## src/rtl/fp_posit_multiplier.sv

```systemverilog
// Bit-serial FP16 x posit(es=0, n=3..5) multiplier: collects the weight MSB-first,
// then emits sign, biased exponent and the unnormalized integer significand product.
module fp_posit_multiplier #(
  parameter int ACT_WIDTH = 16,
  parameter int EXP_WIDTH = 5,
  parameter int MAN_WIDTH = 10
) (
  input  logic                   clk,
  input  logic                   rst,
  input  logic [ACT_WIDTH-1:0]   act,
  input  logic                   w,
  input  logic                   valid,
  input  logic                   set,
  input  logic [3:0]             precision,
  output logic                   sign_out,
  output logic [EXP_WIDTH-1:0]   exp_out,
  output logic [MAN_WIDTH+3:0]   mantissa_out,
  output logic                   done
);
  localparam int PW = MAN_WIDTH + 4;

  logic [2:0] prec_reg, cnt_reg;
  logic [3:0] shift_reg;

  logic [4:0] word, aligned, mag;
  logic [3:0] body;
  logic [2:0] m, run, consumed, f, tail, sw, prec_clamped;
  logic       rbit, ps, is_zero, is_nar, complete;
  logic [EXP_WIDTH-1:0] act_exp, k_val, exp_calc;
  logic [MAN_WIDTH:0]   sa;
  logic [PW-1:0]        prod;

  always_comb begin
    word    = {shift_reg, w};
    // Left-align the n-bit word into 5 bits so decoding is independent of n.
    aligned = word << (3'd5 - prec_reg);
    ps      = aligned[4];
    is_zero = (aligned == 5'd0);
    is_nar  = (aligned == 5'b10000);
    mag     = ps ? (5'd0 - aligned) : aligned;
    body    = mag[3:0];
    m       = prec_reg - 3'd1;
    rbit    = body[3];

    run = 3'd1;
    if (body[2] == rbit) begin
      run = 3'd2;
      if (m >= 3'd3 && body[1] == rbit) begin
        run = 3'd3;
        if (m == 3'd4 && body[0] == rbit) run = 3'd4;
      end
    end
    consumed = (run < m) ? run + 3'd1 : run;
    f        = m - consumed;
    // body[3] is always part of the regime, so it never reaches the fraction.
    tail     = body[2:0] >> (3'd4 - m);
    sw       = (3'd1 << f) | (tail & ((3'd1 << f) - 3'd1));

    act_exp  = act[MAN_WIDTH +: EXP_WIDTH];
    k_val    = rbit ? (EXP_WIDTH'(run) - EXP_WIDTH'(1)) : (EXP_WIDTH'(0) - EXP_WIDTH'(run));
    exp_calc = act_exp + k_val - EXP_WIDTH'(f);
    sa       = {|act_exp, act[MAN_WIDTH-1:0]};
    prod     = PW'(sa) * PW'(sw);

    complete = valid && !set && (cnt_reg == m);
    prec_clamped = (precision < 4'd3) ? 3'd3 :
                   (precision > 4'd5) ? 3'd5 : precision[2:0];
  end

  always_ff @(posedge clk or posedge rst) begin
    if (rst) begin
      prec_reg     <= 3'd4;
      cnt_reg      <= 3'd0;
      shift_reg    <= 4'd0;
      sign_out     <= 1'b0;
      exp_out      <= '0;
      mantissa_out <= '0;
      done         <= 1'b0;
    end else begin
      done <= 1'b0;
      if (set) begin
        prec_reg  <= prec_clamped;
        cnt_reg   <= 3'd0;
        shift_reg <= 4'd0;
      end else if (valid) begin
        if (complete) begin
          cnt_reg   <= 3'd0;
          shift_reg <= 4'd0;
          done      <= 1'b1;
          if (is_zero) begin
            sign_out     <= 1'b0;
            exp_out      <= '0;
            mantissa_out <= '0;
          end else if (is_nar) begin
            sign_out     <= 1'b0;
            exp_out      <= '1;
            mantissa_out <= '1;
          end else begin
            sign_out     <= act[ACT_WIDTH-1] ^ ps;
            exp_out      <= exp_calc;
            mantissa_out <= prod;
          end
        end else begin
          cnt_reg   <= cnt_reg + 3'd1;
          shift_reg <= {shift_reg[2:0], w};
        end
      end
    end
  end
endmodule

```

## config.mk

```make
export PLATFORM = sky130hd
export DESIGN_NAME = fp_posit_multiplier
export DESIGN_NICKNAME = d
export VERILOG_FILES = /design/src/rtl/fp_posit_multiplier.sv
export SDC_FILE = /design/constraint.sdc
export NUM_CORES = 1
export LEC_CHECK = 0
export CAP_MARGIN = 20
export CORE_ASPECT_RATIO = 0.75
export CORE_MARGIN = 1
export CORE_UTILIZATION = 51
export DETAILED_ROUTE_END_ITERATION = 16
export GPL_ROUTABILITY_DRIVEN = 0
export GPL_TIMING_DRIVEN = 0
export PLACE_DENSITY = 0.78
export SKIP_CTS_REPAIR_TIMING = 1
export SLEW_MARGIN = 20
export SYNTH_ARGS = -nofsm -noshare
export SYNTH_HDL_FRONTEND = slang
export SYNTH_SLANG_ARGS = --single-unit
```

## constraint.sdc

```tcl
create_clock -name clk -period 8.3 [get_ports clk]
set_clock_uncertainty 0.2 [all_clocks]
set_input_delay 1.245 -clock clk [delete_from_list [all_inputs] [get_ports clk]]
set_output_delay 1.245 -clock clk [all_outputs]
set_load 0.03 [all_outputs]
```

# After elaboration in Yosys (flattened, before gate mapping)
# Cells that the tools add are included.
# word_totals
ff_bits	31
in_bits	25
out_inout_bits	21
rom_bits	0
ramBits	0
word_cells	69
latch_bits	0
n_memories	0
# classes
shifts	3
div	0
n_addsub	12
bitwise_logic	4
magnitude_cmp	4
mux	23
n_eq_ne	6
reduce_logical	9
multipliers	1
# op_table
cell	n
two-way mux 14 bit	2
two-way mux 3 bit	9
two-way mux 4 bit	4
two-way mux 5 bit	3
multiplier 11 x 3 -> 14 bit	1
adder 3 x 1 -> 3 bit, second input constant	2
subtractor 3 x 1 -> 3 bit, second input constant	2
subtractor 3 bit, first input constant	2
adder 5 bit	1
equality test 5 bit, second input constant	1
zero test 5 bit	1
two-way mux 1 bit	5
OR reduction 5 bit	1
<< shifter 5 x 3 -> 5 bit	1
subtractor 5 x 3 -> 5 bit	1
> comparator 4 x 3 -> 1 bit, second input constant	1
logical AND 1 bit	4
< comparator 4 x 2 -> 1 bit, second input constant	1
subtractor 1 x 3 -> 4 bit, first input constant	1
subtractor 1 x 4 -> 4 bit, first input constant	1
subtractor 3 x 1 -> 4 bit, second input constant	1
bitwise AND 3 bit	1
equality test 1 bit	3
equality test 3 bit	1
12 further kinds	12

# Longest topological paths before layout
# depth
depth_word	19
mapped_depth	43
depth_no_buf	40

# Worst setup path after synthesis
# Ideal clock, no wire load.
# synth_timing
path_type	in2reg
from	in w
to	reg mantissa_out[13]
required_time_ps	7960
arrival_ps	8568
n_path_buf	3
slack_ps	-608
cell_stages	36
setup_ps	140
path_cell_list	mux2_4 -> a32o_1 -> o22ai_2 -> xnor2_2 -> buf_2 -> inv_1 -> or3_1 -> o21ai_0 -> ha_1 -> o21a_1 -> nor2_1 -> nor2_1 -> mux2_2 -> fa_1 -> xnor2_1 -> o21ai_0 -> o211ai_2 -> a211oi_2 -> buf_4 -> inv_1 -> ha_1 -> nor3_1 -> clkbuf_1 -> o21ai_0 -> fa_1 -> inv_1 -> ha_1 -> a21o_1 -> a21oi_1 -> o21ai_0 -> a21oi_1 -> o21ai_0 -> a21oi_1 -> o21ai_0 -> a2111oi_0 -> a311oi_1
# synth_between
elab_chain_len	18
elab_cells_between_ends	25
classes_between	add/sub: 4; mul: 1; order compare: 1; eq/ne: 4; shift: 3; mux: 7; bitwise: 2; reduce/logical: 3
# synth_lines
element	line_no	source
start, declared	11	input logic w,
<< shifter 5 x 3 -> 5 bit (*)	36	aligned = word << (3'd5 - prec_reg);
subtractor 1 x 4 -> 4 bit	40	mag = ps ? (5'd0 - aligned) : aligned;
two-way mux 4 bit	40	
equality test 1 bit	50	if (m == 3'd4 && body[0] == rbit) run = 3'd4;
logical AND 1 bit	50	
two-way mux 3 bit	50	
two-way mux 3 bit	48	if (m >= 3'd3 && body[1] == rbit) begin
two-way mux 3 bit	46	if (body[2] == rbit) begin
(+2 left out)	--	
subtractor 3 bit	54	f = m - consumed;
<< shifter 1 x 3 -> 3 bit	57	sw = (3'd1 << f) | (tail & ((3'd1 << f) - 3'd1));
subtractor 3 x 1 -> 3 bit	57	
bitwise AND 3 bit	57	
OR 3 bit	57	
multiplier 11 x 3 -> 14 bit	63	prod = PW'(sa) * PW'(sw);
two-way mux 14 bit	94	end else if (is_nar) begin
two-way mux 14 bit (*)	90	if (is_zero) begin
end signal, assigned	101	mantissa_out <= prod;
end, declared	17	output logic [MAN_WIDTH+3:0] mantissa_out,
# Mark *: on every way between the ends. The rest lies on a longest branch, timed or not.
# A chain may end at the register's enable or synchronous reset.

# Worst setup path after layout
# Ends and elaborated chain as after synthesis.

==> impl_metrics.yaml <==
pwr:
  comb_power_share_pct: 77.8
  maximum_vdd_drop_uv: 267.2
  internal_power_uw: 879.0
  switching_power_uw: 850.2
  power_density_nw_per_um2: 367.8
  share_seq_of_total_power_pct: 13.3
  clock_power_share_pct: 9.0
  p_leak_uw: 0.002156
  power_switching_share_pct: 49.17
setup_path:
  crit_top_cell: "sky130_fd_sc_hd__o21ai_2"
  cp_slowest_stage_delay_ps: 560
  critPathLaunchType: "input port"
  crit_path_max_fanout: 5
  worstPathRequired_ps: 8260
  timing.critical_path.arrival_ps: 8490
  cp_capture_type: "flop"
  critPathSlowestCell: "sky130_fd_sc_hd__fa_1"
  timing_worst_setup_path_type: "input port to flop"
clock_tree:
  clock_path_buffers: 2
  cts_made_buffers: 5
  clock_sinks: 31
  clkSlewWorstSetupHoldPaths_ps: 70
  clock_tree.root_cell: "sky130_fd_sc_hd__clkbuf_8"
  htreeDepth: 2
  cts_tree: "done"
  clock_latency_late_sink_ps: 290
routing:
  viasPerCell: 5.934
  antenna_violating_nets_post_route: 0
  drt-wirelength-per-cell_um: 16.91
  drc: 0
  routed-via-count: 3495
  drt_wl_total_um: 9961
  drtPass1Iterations: 5
  first_iter_violations: 217
sta:
  finalWorstPathRequiredPeriod_ps: 8536
  timing.final.crit_share_pct: 102.8
  max_clock_freq_ghz: 0.1172
  tightest_slew_ps: 639.4
  relSlewSlack_pct: 57.31
  timing.final.max_slew_violations: 0
  fin_setup_tns_ps: -564.5
  grt_setup_unrepaired: "yes"
  final-setup-viol-count: 5
  finalHoldViolations: 0
  postLayoutSetupSlackWorst_ps: -235.8
global_route:
  initial_antenna_violation_count: 0
  grt_pass1_wl_um: 14300
  pin_count_of_the_biggest_net_entering_global_routing: 32
  globalRoute.totalOverflow: 0
  first_global_vias: 3020
  grt_usage_pct: 26.50
placement:
  post-dp-hpwl_um: 6839
  place.detailed.instances: 549
  numPortBuffers: 44
yosys:
  synth_edf_count: 0
  syn_area_um2: 3388
  synthDistinctLibCells: 62
  dominantRegCellSynth: "sky130_fd_sc_hd__dfrtp_1"
  yosysSeqAreaShare_pct: 22.93
  yosys_warnings: 0
  yosysTopAreaCellShare_pct: 22.16
  yosys.area.top_type: "sky130_fd_sc_hd__dfrtp_1"
  post_synth_most_frequent_cells: "sky130_fd_sc_hd__inv_1, sky130_fd_sc_hd__nand2_1, sky130_fd_sc_hd__o21ai_0, sky130_fd_sc_hd__dfrtp_1, sky130_fd_sc_hd__ha_1"
  postSynthAreaPerCell_um2: 7.991
  ys_seq_elements: 31
  async_flop_share_pct: 100.0
  cell_types_occupying_the_most_area_after_synthesis: "sky130_fd_sc_hd__dfrtp_1, sky130_fd_sc_hd__ha_1, sky130_fd_sc_hd__fa_1"
  post_syn_nets: 493
  netlist_instances: 424
cells_and_area:
  layout_area_overhead_pct: 38.77
  multi_input_area_um2: 2714
  nFillCells: 462
  final_net_count: 576
  final_core_util_pct: 74.05
  num_antenna_cells: 0
  largest_register_ffs: 14
  layout-drive-gt1-share_pct: 25.00
  sequential_cell_area_um2: 777.0
  layout.cells.non_filler: 589
die:
  ioPinCount: 46
  die_w_um: 96.12
  rows: 25
  chipHeight_um: 72.59
  die-area_um2: 6977
  floorplan.core_area_um2: 6350
  initial_core_util_pct: 53.36
hold_path:
  hold_class: "flop to flop"
flow_run:
  max-cap-violations: 0
run_status:
  violated_checks: "setup timing"
  run_status: "finished with violations"
==> per-layer routing <==
metal	vias to the layer above	track usage (%)	wire length [µm]
met2	173	39.56	4484
met3	22	3.125	694
met5	-	0	0
met4	0	6.633	161
met1	1661	40.54	4620
li1	1639	-	-
==> cells in the final DEF (no fill, tap or decap), types with 12 or more instances in the layout <==
cell type                          n
sky130_fd_sc_hd__inv_1            44
sky130_fd_sc_hd__fa_1             12
sky130_fd_sc_hd__a21oi_1          19
sky130_fd_sc_hd__nor2_1           18
sky130_fd_sc_hd__o21ai_0          28
sky130_fd_sc_hd__nand2_1          46
sky130_fd_sc_hd__ha_1             22
sky130_fd_sc_hd__nand3_1          12
sky130_fd_sc_hd__clkdlybuf4s50_1  43
sky130_fd_sc_hd__dfrtp_1          30
sky130_fd_sc_hd__buf_4            33
sky130_fd_sc_hd__xnor2_1          14
==> stage by stage <==
step	total power, µW	hold WS [ps]	setup WS, ps	cell area (µm²)
floorplan	1009	271.2	-0.3553	3451
global placement	1290	250.2	-1297	3993
detailed placement	1325	259.5	-1492	3993
CTS	1487	274.7	-1216	4110
global route	1857	305.1	-406.2	4702
finish	1729	266.7	-235.8	4702
==> kinds of logic after synthesis <==
logic type	count (synthesis)	share of synthesized area, %
AO/OA/AOI/OAI	116	21.68
adder cells (fa/ha/maj)	44	19.35
multiplexers	6	2.142
buffers and inverters	68	7.939
XOR/XNOR	22	6.130
flip-flops	31	22.93
AND/OR/NAND/NOR	137	19.83
==> area by class of cell <==
| cell class | instances | area share [%] |
|---|---|---|
| flip-flops and latches | 31 | 16.52 |
| clock buffers | 6 | 1.756 |
| multi-input cells | 325 | 57.72 |
| well taps | 81 | 2.155 |
| plain buffers | 17 | 2.129 |
| clock inverters | 2 | 0.7451 |
| repair buffers | 77 | 14.93 |
| inverters | 50 | 4.045 |
==> path summary, 6_finish.rpt <==
check                       startpoint               end  slack [ps]  cells after the start
max                                  w  mantissa_out[13]        -240                     39
min                         exp_out[1]        exp_out[1]         270                      2
min reg2reg                 exp_out[1]        exp_out[1]         270                      2
max reg2reg                prec_reg[0]  mantissa_out[13]        -120                     38
min in group asynchronous          rst       prec_reg[0]        1170                      2
max in group asynchronous          rst   mantissa_out[6]        6320                      2
==> power groups by stage <==
stage | sequential (µW) | clock [µW] | combinational (µW)
3_5_place_dp | 231 | 0 | 1090
4_1_cts | 228 | 156 | 1100
6_report | 229 | 155 | 1340
5_1_grt | 236 | 163 | 1460
3_3_place_gp | 229 | 0 | 1060
2_1_floorplan | 319 | 0 | 689
==> worst max-delay path, delay by kind of cell <==
| family | cells | cell delay (ps) |
|---|---|---|
| and+or+nand+nor | 8 | 1190 |
| adders and majority gates | 6 | 1890 |
| muxes | 2 | 470 |
| xor gates and xnor gates | 1 | 170 |
| buffers and inverters | 6 | 690 |
| AOI/OAI and AO/OA | 16 | 2840 |
Note: power is estimated with default switching activity, not from simulation.
